--- src/rtl/f1_start_sequencer.sv ---
// F1 start-light sequencer: trigger detect, lamp fill, random hold, GO pulse.
// Optional reaction timer enabled by defining F1_REACTION_TIMER_EN.
module f1_start_sequencer #(
    parameter int unsigned LIGHTS     = 8,
    parameter int unsigned TICK_DIV   = 16,
    parameter int unsigned LFSR_WIDTH = 7,
    parameter int unsigned TIME_WIDTH = 16
) (
    input  logic                  clk,
    input  logic                  rst,
    input  logic                  trigger,
    output logic [LIGHTS-1:0]     lights,
    output logic                  go,
    output logic                  busy,
    output logic [TIME_WIDTH-1:0] react_time,
    output logic                  react_valid,
    output logic                  false_start
);

    localparam int unsigned PW = $clog2(TICK_DIV);

    typedef enum logic [1:0] {IDLE, FILL, HOLD, GO} state_t;

    state_t                state, state_nxt;
    logic [PW-1:0]         presc;
    logic [LFSR_WIDTH-1:0] lfsr, hold_cnt, hold_cnt_nxt;
    logic                  trigger_q, trig_edge, tick, presc_clr;
    logic [LIGHTS-1:0]     lights_nxt;
    logic                  go_nxt, false_start_nxt;

`ifdef F1_REACTION_TIMER_EN
    logic [TIME_WIDTH-1:0] timer, timer_nxt, react_time_nxt;
    logic                  react_valid_nxt;
`endif

    assign trig_edge = trigger & ~trigger_q;
    assign tick      = (presc == PW'(TICK_DIV - 1));

    always_comb begin
        state_nxt       = state;
        lights_nxt      = lights;
        go_nxt          = 1'b0;
        false_start_nxt = false_start;
        hold_cnt_nxt    = hold_cnt;
        presc_clr       = 1'b0;
`ifdef F1_REACTION_TIMER_EN
        timer_nxt       = timer;
        react_time_nxt  = react_time;
        react_valid_nxt = 1'b0;
`endif
        case (state)
            IDLE: begin
                lights_nxt = '0;
                if (trig_edge) begin
                    state_nxt       = FILL;
                    lights_nxt      = LIGHTS'(1);
                    false_start_nxt = 1'b0;
                    presc_clr       = 1'b1;
                end
            end
            FILL: begin
                if (trig_edge) begin
                    state_nxt       = IDLE;
                    lights_nxt      = '0;
                    false_start_nxt = 1'b1;
                end else if (tick) begin
                    lights_nxt = {lights[LIGHTS-2:0], 1'b1};
                    // The shift fills the bar exactly when every lower lamp is already lit.
                    if (&lights[LIGHTS-2:0]) begin
                        state_nxt    = HOLD;
                        hold_cnt_nxt = lfsr;
                    end
                end
            end
            HOLD: begin
                if (trig_edge) begin
                    state_nxt       = IDLE;
                    lights_nxt      = '0;
                    false_start_nxt = 1'b1;
                end else if (tick) begin
                    if (hold_cnt == LFSR_WIDTH'(1)) begin
                        state_nxt  = GO;
                        lights_nxt = '0;
                        go_nxt     = 1'b1;
`ifdef F1_REACTION_TIMER_EN
                        timer_nxt  = '0;
`endif
                    end else begin
                        hold_cnt_nxt = hold_cnt - LFSR_WIDTH'(1);
                    end
                end
            end
            GO: begin
`ifdef F1_REACTION_TIMER_EN
                if (timer != '1) timer_nxt = timer + TIME_WIDTH'(1);
                if (trig_edge) begin
                    react_time_nxt  = timer;
                    react_valid_nxt = 1'b1;
                    state_nxt       = IDLE;
                end
`else
                state_nxt = IDLE;
`endif
            end
            default: state_nxt = IDLE;
        endcase
    end

    always_ff @(posedge clk or negedge rst) begin
        if (!rst) begin
            state       <= IDLE;
            presc       <= '0;
            lfsr        <= LFSR_WIDTH'(1);
            trigger_q   <= 1'b0;
            hold_cnt    <= '0;
            lights      <= '0;
            go          <= 1'b0;
            busy        <= 1'b0;
            false_start <= 1'b0;
        end else begin
            state       <= state_nxt;
            presc       <= (presc_clr || tick) ? '0 : presc + PW'(1);
            lfsr        <= {lfsr[LFSR_WIDTH-2:0], lfsr[LFSR_WIDTH-1] ^ lfsr[LFSR_WIDTH-2]};
            trigger_q   <= trigger;
            hold_cnt    <= hold_cnt_nxt;
            lights      <= lights_nxt;
            go          <= go_nxt;
            busy        <= (state_nxt != IDLE);
            false_start <= false_start_nxt;
        end
    end

`ifdef F1_REACTION_TIMER_EN
    always_ff @(posedge clk or negedge rst) begin
        if (!rst) begin
            timer       <= '0;
            react_time  <= '0;
            react_valid <= 1'b0;
        end else begin
            timer       <= timer_nxt;
            react_time  <= react_time_nxt;
            react_valid <= react_valid_nxt;
        end
    end
`else
    assign react_time  = '0;
    assign react_valid = 1'b0;
`endif

endmodule

--- config.mk ---
export PLATFORM = sky130hd
export DESIGN_NAME = f1_start_sequencer
export DESIGN_NICKNAME = d
export VERILOG_FILES = /design/src/rtl/f1_start_sequencer.sv
export SDC_FILE = /design/constraint.sdc
export NUM_CORES = 1
export LEC_CHECK = 0
export CAP_MARGIN = 20
export CORE_MARGIN = 1.5
export CORE_UTILIZATION = 40
export CTS_CLUSTER_DIAMETER = 40
export CTS_CLUSTER_SIZE = 24
export DETAILED_ROUTE_END_ITERATION = 12
export PLACE_DENSITY = 0.65
export SYNTH_ARGS = -nofsm -noshare
export SYNTH_HDL_FRONTEND = slang
export SYNTH_SLANG_ARGS = --single-unit
--- constraint.sdc ---
create_clock -name clk -period 1.5 [get_ports clk]
set_input_delay 0.15 -clock clk [delete_from_list [all_inputs] [get_ports clk]]
set_output_delay 0.15 -clock clk [all_outputs]
set_load 0.05 [all_outputs]
# ---- Yosys cells after proc, flatten, opt, wreduce, memory -nomap -nowiden
# Index checks and enable logic that the tools add are counted.
dict set report totals {
  in_bits 3
  register_bits 32
  out_inout_bits 28
}
dict set report op_classes {
  n_addsub 2
  n_reduce_logical 11
  n_mux 32
  n_eq_ne 16
  bitwise_logic 3
}
# cell n
set ops {}
lappend ops {{$mux 7} 6}
lappend ops {{$mux 8} 5}
lappend ops {{$pmux 8 s3} 1}
lappend ops {{$mux 2} 7}
lappend ops {{$ne 2x2->1 const B} 7}
lappend ops {{$pmux 7 s2} 1}
lappend ops {{$reduce_and 7->1} 2}
lappend ops {{$mux 1} 9}
lappend ops {{$ne 3x3->1 const B} 3}
lappend ops {{$pmux 2 s4} 1}
lappend ops {{$eq 7x1->1 const B} 1}
lappend ops {{$sub 7x1->7 const B} 1}
lappend ops {{$reduce_bool 2->1} 3}
lappend ops {{$add 4x1->4 const B} 1}
lappend ops {{$eq 2x2->1 const B} 2}
lappend ops {{$eq 4x4->1 const B} 1}
lappend ops {{$mux 4} 1}
lappend ops {{$reduce_and 4->1} 1}
lappend ops {{$reduce_and 3->1} 1}
lappend ops {{$reduce_bool 3->1} 1}
lappend ops {{$eq 2x1->1 const B} 1}
lappend ops {{$logic_not 2->1} 1}
lappend ops {{$ne 2x1->1 const B} 1}
lappend ops {{$pmux 1 s2} 1}
lappend ops {{5 further kinds} 5}

# ---- Longest topological paths before layout
# Gate-level depths: netlist (run 1).
dict set report depth {
  ltp_word 6
  ltp_mapped 6
  depth_no_buf 6
}

# ---- Least setup slack after synthesis (run 1)
# OpenSTA, ideal clock, no wires.
dict set report synth_path {
  kind {reg2reg}
  startpoint {register presc[0]}
  endpoint {register lights[1]}
  slack_ns -0.159
  arrival_time_ns 1.538
  setup_time_ns 0.121
  synth_period_minus_slack_ns 1.659
  path_stages_with_launch 6
  t_required_ns 1.379
  cell_sequence {dfrtp_1 -> ha_1 -> and3_1 -> nand4_1 -> a311o_1 -> a22o_1}
}
dict set report synth_via {
  elab_chain_len 3
  elab_cells_between_ends 4
}
# element line
set synth_lines {}
lappend synth_lines {{start: declaration} 25} ;# logic [PW-1:0] presc;
lappend synth_lines {{start signal: assignment} 122} ;# presc <= (presc_clr || tick) ? '0 : presc + PW'(1);
lappend synth_lines {{$eq 4x4->1 (*)} 37} ;# assign tick = (presc == PW'(TICK_DIV - 1));
lappend synth_lines {{$ne 3x3->1 (no line)} n/a}
lappend synth_lines {{$reduce_and 4->1 (no line) (*)} n/a}
lappend synth_lines {{end signal: assignment} 126} ;# lights <= lights_nxt;
lappend synth_lines {{end: declaration} 12} ;# output logic [LIGHTS-1:0] lights,
# Mark *: on every way between the ends. The rest lies on a longest branch, timed or not.
# A chain may end at the register's enable or synchronous reset.

# ---- Worst setup path in the final report (run 1)
dict set report layout_path {
  startpoint {register hold_cnt[2]}
  endpoint {register lights[5]}
}
dict set report layout_via {
  elab_chain_len 3
}
# element line
set layout_lines {}
lappend layout_lines {{start: declaration} 26} ;# logic [LFSR_WIDTH-1:0] lfsr, hold_cnt, hold_cnt_nxt;
lappend layout_lines {{start signal: assignment} 125} ;# hold_cnt <= hold_cnt_nxt;
lappend layout_lines {{$eq 7x1->1} 81} ;# if (hold_cnt == LFSR_WIDTH'(1)) begin
lappend layout_lines {{$ne 3x3->1 (no line)} n/a}
lappend layout_lines {{$reduce_and 4->1 (no line)} n/a}
# Every way passes these cells.

==> results.ini, run 1 <==
[outcome]
outcome = complete, but fails checks
violations = setup timing

[floorplanning]
dieWidth_um = 68.46
core_area_um2 = 4058
rows = 23
ios = 31
start_util_pct = 42.24
die_area_um2 = 4687
dieHeight_um = 68.46

[power_and_ir_drop]
intPower_mw = 1.786
net-switching-power_mw = 1.008
power_density_nw_per_um2 = 1089
leakagePower_nw = 1.132
swShare_pct = 36.08
ir_drop_mv = 0.6691
seq_power_share_pct = 37.6
p_total_mw = 2.794
p_clk_share_pct = 24.3
comb_power_share_pct = 38.1

[layout]
nets = 228
drive_above_1_share_pct = 49.08
fin_area_um2 = 2565
antenna_cells = 0
layout_common_cells = buf_4, dfrtp_1, conb_1, nor2_1, a22o_1
syn_to_final_growth_pct = 49.64
layout_commonest_cell = buf_4

[routing]
routed_wl_um = 4908
dr.pass1.iters = 4
viasPerCell = 5.571
routed-wl-met3_um = 290
met1_length_um = 1959
wire_per_inst_um = 18.31
dr.max_layer_used = met4
dr_wl_met2_um = 2512
ant_nets = 0
via_count = 1493
drc = 0
drt_first_iter_violations = 87

[clock_tree]
htreeDepth = 2
worstSkewPairLatency_ps = 290
cts_tree = yes
cts-buffers-inserted = 5
clock_sinks = 32
clk_pin_slew_ps = 70
cts_buffer_depth = 2
root_buffer = clkbuf_8

[synthesis]
synthTopCellsByArea = dfrtp_1, buf_4, ha_1
synth_edf_count = 0
synth_top_area_share_pct = 45.26
synth_top_area_cell = dfrtp_1
ys_seq_area_share_pct = 46.79
synth-seq-cells = 32
syn_area_per_cell_um2 = 10.71
synth_top_flop_cell = dfrtp_1
synth_warnings = 0
synthCells = 160
ys_types = 41
synthArstFlopShare_pct = 100.0
synth_area_um2 = 1714

[worst_setup_path]
arrival_ps = 1940
r2r_start = hold_cnt[2]
r2r_slack_ps = -280
criticalPathCategory = flip-flop to flip-flop
required_ps = 1660
cp-start-kind = flip-flop
r2r-end = lights[5]
critPathCaptureType = flip-flop
ff2ff_path_depth = 4
cp_max_fo = 7

[min_path]
hp-class = input pin to async pin

[place]
place_ws_ps = -224.8
dpl.hpwl_um = 2895
dpl_cell_area_um2 = 2095
gp_congestion = 0.8487
portBuffers = 13

[timing]
rsz0062_at_grt = true
finalHoldViolCount = 0
fmax_mhz = 562.9
skew_ps = 14.41
setup_ws_ps = -276.5
drv_slew = 0
period_needed_ps = 1777
setup_viol_count_final = 17
fin_hold_ws_ps = 204.2
relSlewSlack_pct = 57.89
fin_crit_sh_pct = 118.4
tightest_slew_ps = 625.9

[grt]
overflow = 0
grt_pass1_vias = 1381
grt_max_degree = 20
grt_usage_pct = 19.60
antenna_found_initial = 0
grt_pass1_wl_um = 6589

[job]
maxCapViolCount = 0

==> synth_stat cells (2+ instances only) <==
library cell / number
ha_1: 8
or3_1: 2
and3_1: 4
nor4_1: 2
nand4_1: 3
a31oi_1: 4
dfrtp_1: 31
nor2_1: 11
a22o_1: 7
o31ai_1: 4
o2bb2ai_1: 6
xor2_1: 2
a41oi_1: 2
nand3_1: 10
inv_1: 7
mux2i_1: 2
clkbuf_1: 3
nor2b_1: 6
nand2_1: 8
buf_4: 17
==> power by group through the flow <==
stage / Sequential [mW] / Combinational [mW] / Clock, mW
floorplan: 1.17 / 0.451 / 0
finish: 1.05 / 1.06 / 0.679
global route: 1.06 / 1.13 / 0.737
detailed placement: 1.05 / 0.911 / 0
CTS: 1.05 / 1.02 / 0.686
global placement: 1.04 / 0.880 / 0
==> sequential cells by signal, summed over array words and instances, names as in the netlist <==
register     flops
state            2
lights           8
trigger_q        1
busy             1
false_start      1
presc            4
go               1
lfsr             7
hold_cnt         7
==> critical path, stage by stage (launching register included) <==
cell and delay, ps:
dfrtp_1 430, nor3_4 340, nand4_1 220, a311o_2 430, a22o_1 230
==> what timing repair did <==
action | in CTS | in global routing
gates resized for setup | 35 | 24
setup buffers | 5 | 2
gates cloned | 0 | 1
setup endpoints to repair | 17 | 18
pin swaps | 10 | 8
hold buffers | 0 | 0
==> worst max-delay path by stage <==
stage | from | end | slack, ps | cells after the start
final | hold_cnt[2] | lights[5] | -280 | 4
after global routing | hold_cnt[2] | lights[5] | -330 | 4
after CTS | presc[1] | lights[5] | -160 | 5
after detailed placement | trigger | lights[5] | -220 | 5
after global placement | trigger | lights[7] | -200 | 5
after floorplan | lights[1] | hold_cnt[0] | -70 | 4
==> kinds of logic (layout without fill, tap and decap cells) <==
| logic type | count (synthesis) | count (layout) | share of synthesized area [%] |
|---|---|---|---|
| AND/OR/NAND/NOR | 54 | 54 | 18.03 |
| AO/OA/AOI/OAI | 33 | 33 | 16.79 |
| flip-flops | 32 | 32 | 46.79 |
| buffers and inverters | 27 | 69 | 9.635 |
| adder cells (fa/ha/maj) | 8 | 8 | 5.840 |
| XOR/XNOR | 3 | 3 | 1.533 |
| multiplexers | 2 | 2 | 1.168 |
| other | 1 | 17 | 0.2188 |
==> metrics by stage <==
step	instances	utilization, %	setup TNS (ps)
after global routing	268	63.21	-3787
after global placement	254	51.62	-2061
final	268	63.21	-2761
after floorplan	176	-	-762.7
after detailed placement	254	51.62	-2574
after CTS	266	59.08	-1378
==> metal layers <==
metal	vias to the layer above	GRT usage, %
li1	667	-
met1	744	24.63
met2	66	31.25
met3	16	5.757
met4	0	8.250
met5	-	0
==> area by class of cell <==
type	instances	area, um2
well taps	50	62.56
clock buffers	8	90.09
fillers	290	1493
flip-flops and latches	32	804.5
repair buffers	54	471.7
multi-input cells	117	1107
inverters	7	28.78
Power figures use the tool's default switching activity.
==> run 2: changes to the inputs <==
--- a/config.mk
+++ b/config.mk
@@ -12,6 +12,7 @@
 export CTS_CLUSTER_SIZE = 24
 export DETAILED_ROUTE_END_ITERATION = 12
 export PLACE_DENSITY = 0.65
+export SLEW_MARGIN = 10
 export SYNTH_ARGS = -nofsm -noshare
 export SYNTH_HDL_FRONTEND = slang
 export SYNTH_SLANG_ARGS = --single-unit
==> results of run 2 <==
Same layout as run 1: the final DEF is identical, and so are final timing and power.
==> run 3: changes to the inputs <==
--- a/config.mk
+++ b/config.mk
@@ -11,7 +11,7 @@
 export CTS_CLUSTER_DIAMETER = 40
 export CTS_CLUSTER_SIZE = 24
 export DETAILED_ROUTE_END_ITERATION = 12
-export PLACE_DENSITY = 0.65
+export PLACE_DENSITY = 0.73
 export SLEW_MARGIN = 10
 export SYNTH_ARGS = -nofsm -noshare
 export SYNTH_HDL_FRONTEND = slang
==> run 3 against run 2 <==
Against the previous run: the flow still finishes with violations (setup timing); worst hold slack better by 8.9 ps; sequential cell count unchanged; sequential power about the same; highest routed layer unchanged.
==> results.ini, run 3 (synthesis results as in run 1) <==
[outcome]
outcome = complete, but fails checks
violations = setup timing

[routing]
via_count = 1518
routed-wl-met3_um = 274
dr_wl_met2_um = 2306
viasPerCell = 5.480
dr.pass1.iters = 4
drt_first_iter_violations = 70
ant_nets = 0
met1_length_um = 1919
routed_wl_um = 4649
dr.max_layer_used = met4
wire_per_inst_um = 16.78
drc = 0

[timing]
fin_crit_sh_pct = 112.9
fmax_mhz = 590.8
finalHoldViolCount = 0
period_needed_ps = 1693
setup_ws_ps = -192.8
drv_slew = 0
skew_ps = 11.55
tns_ps = -2066
rsz0062_at_grt = true
setup_viol_count_final = 17
fin_hold_ws_ps = 213.2

[power_and_ir_drop]
swShare_pct = 36.36
power_density_nw_per_um2 = 1046
p_clk_share_pct = 22.7
net-switching-power_mw = 0.9985
p_total_mw = 2.746
seq_power_share_pct = 38.0
ir_drop_mv = 0.7717
comb_power_share_pct = 39.3
leakagePower_nw = 1.188
intPower_mw = 1.748

[floorplanning]
ios = 31
rows = 23
die_area_um2 = 4687
start_util_pct = 42.24
dieHeight_um = 68.46
dieWidth_um = 68.46
core_area_um2 = 4058

[grt]
grt_max_degree = 33
grt_pass1_wl_um = 6810
overflow = 0
grt_usage_pct = 20.49
antenna_found_initial = 0
grt_pass1_vias = 1422

[min_path]
hp-class = input pin to async pin

[worst_setup_path]
cp_max_fo = 7
criticalPathCategory = flip-flop to flip-flop
cp-start-kind = flip-flop
critPathCaptureType = flip-flop
required_ps = 1670
arrival_ps = 1870

[layout]
reg_top3 = lights: 8 flops, hold_cnt: 7 flops, lfsr: 7 flops
layout_common_cells = buf_4, dfrtp_1, conb_1, buf_6, nor2_1
fin_area_um2 = 2626
layout_commonest_cell = buf_4
largest-register = lights
antenna_cells = 0
nets = 237
drive_above_1_share_pct = 48.90
syn_to_final_growth_pct = 53.21
largest_reg_flops = 8

[place]
dpl.hpwl_um = 2631
portBuffers = 13
place_ws_ps = -241.3
dpl_cell_area_um2 = 2110
gp_congestion = 0.9153

[clock_tree]
worstSkewPairLatency_ps = 290
cts_buffer_depth = 2
htreeDepth = 2
root_buffer = clkbuf_8
clk_pin_slew_ps = 70
cts_tree = yes
cts-buffers-inserted = 5
clock_sinks = 32

[job]
maxCapViolCount = 0

-- run 3: through the flow --
step,std cells,utilization (%)
2_1_floorplan,176,-
3_3_place_gp,256,51.99
3_5_place_dp,256,51.99
4_1_cts,272,59.30
5_1_grt,277,64.72
6_report,277,64.72
-- run 3: layout make-up --
type	instances	area, um2
Sequential cell	32	803.3
Fill cell	294	1431
Multi-Input combinational cell	117	1081
Clock inverter	1	5.005
Inverter	7	26.28
Timing Repair Buffer	63	571.8
Tap cell	50	62.56
Clock buffer	7	76.32
-- run 3: final timing paths --
| check | depth (start not counted) | slack [ps] | endpoint | start |
|---|---|---|---|---|
| worst max-delay path | 5 | -190 | lights[4] | presc[1] |
| worst min-delay path | 2 | 210 | hold_cnt[5] | rst |
| worst max register to register | 5 | -190 | lights[4] | presc[1] |
| worst min register to register | 0 | 380 | lfsr[3] | lfsr[2] |
| max in group asynchronous | 2 | 1040 | lfsr[0] | rst |
| min in group clk | 1 | 370 | trigger_q | trigger |
-- run 3: per-layer routing --
layer / global-route usage [%] / vias to the layer above
met5: 0 / -
met4: 9.750 / 0
met3: 5.428 / 14
met2: 32.69 / 62
met1: 25.62 / 757
li1: - / 685
-- run 3: what timing repair did --
action                                  in CTS  in global routing
hold buffers                                 0                  0
cloned                                       0                  2
pin swaps                                   10                  8
setup buffers                                8                  3
endpoints found under the setup margin      18                 18
gates resized for setup                     33                 25
-- run 3: power by group through the flow --
stage	combinational (mW)	sequential, mW	clock [mW]
4_1_cts	1.00	1.04	0.638
5_1_grt	1.16	1.05	0.695
3_5_place_dp	0.897	1.05	0
3_3_place_gp	0.896	1.04	0
2_1_floorplan	0.451	1.17	0
6_report	1.08	1.04	0.624
-- run 3: critical path, stage by stage (launching register included) --
cell,delay (ps)
dfrtp_1,370
ha_2,210
and3_4,210
nand4_1,130
a311o_2,420
a22o_1,240
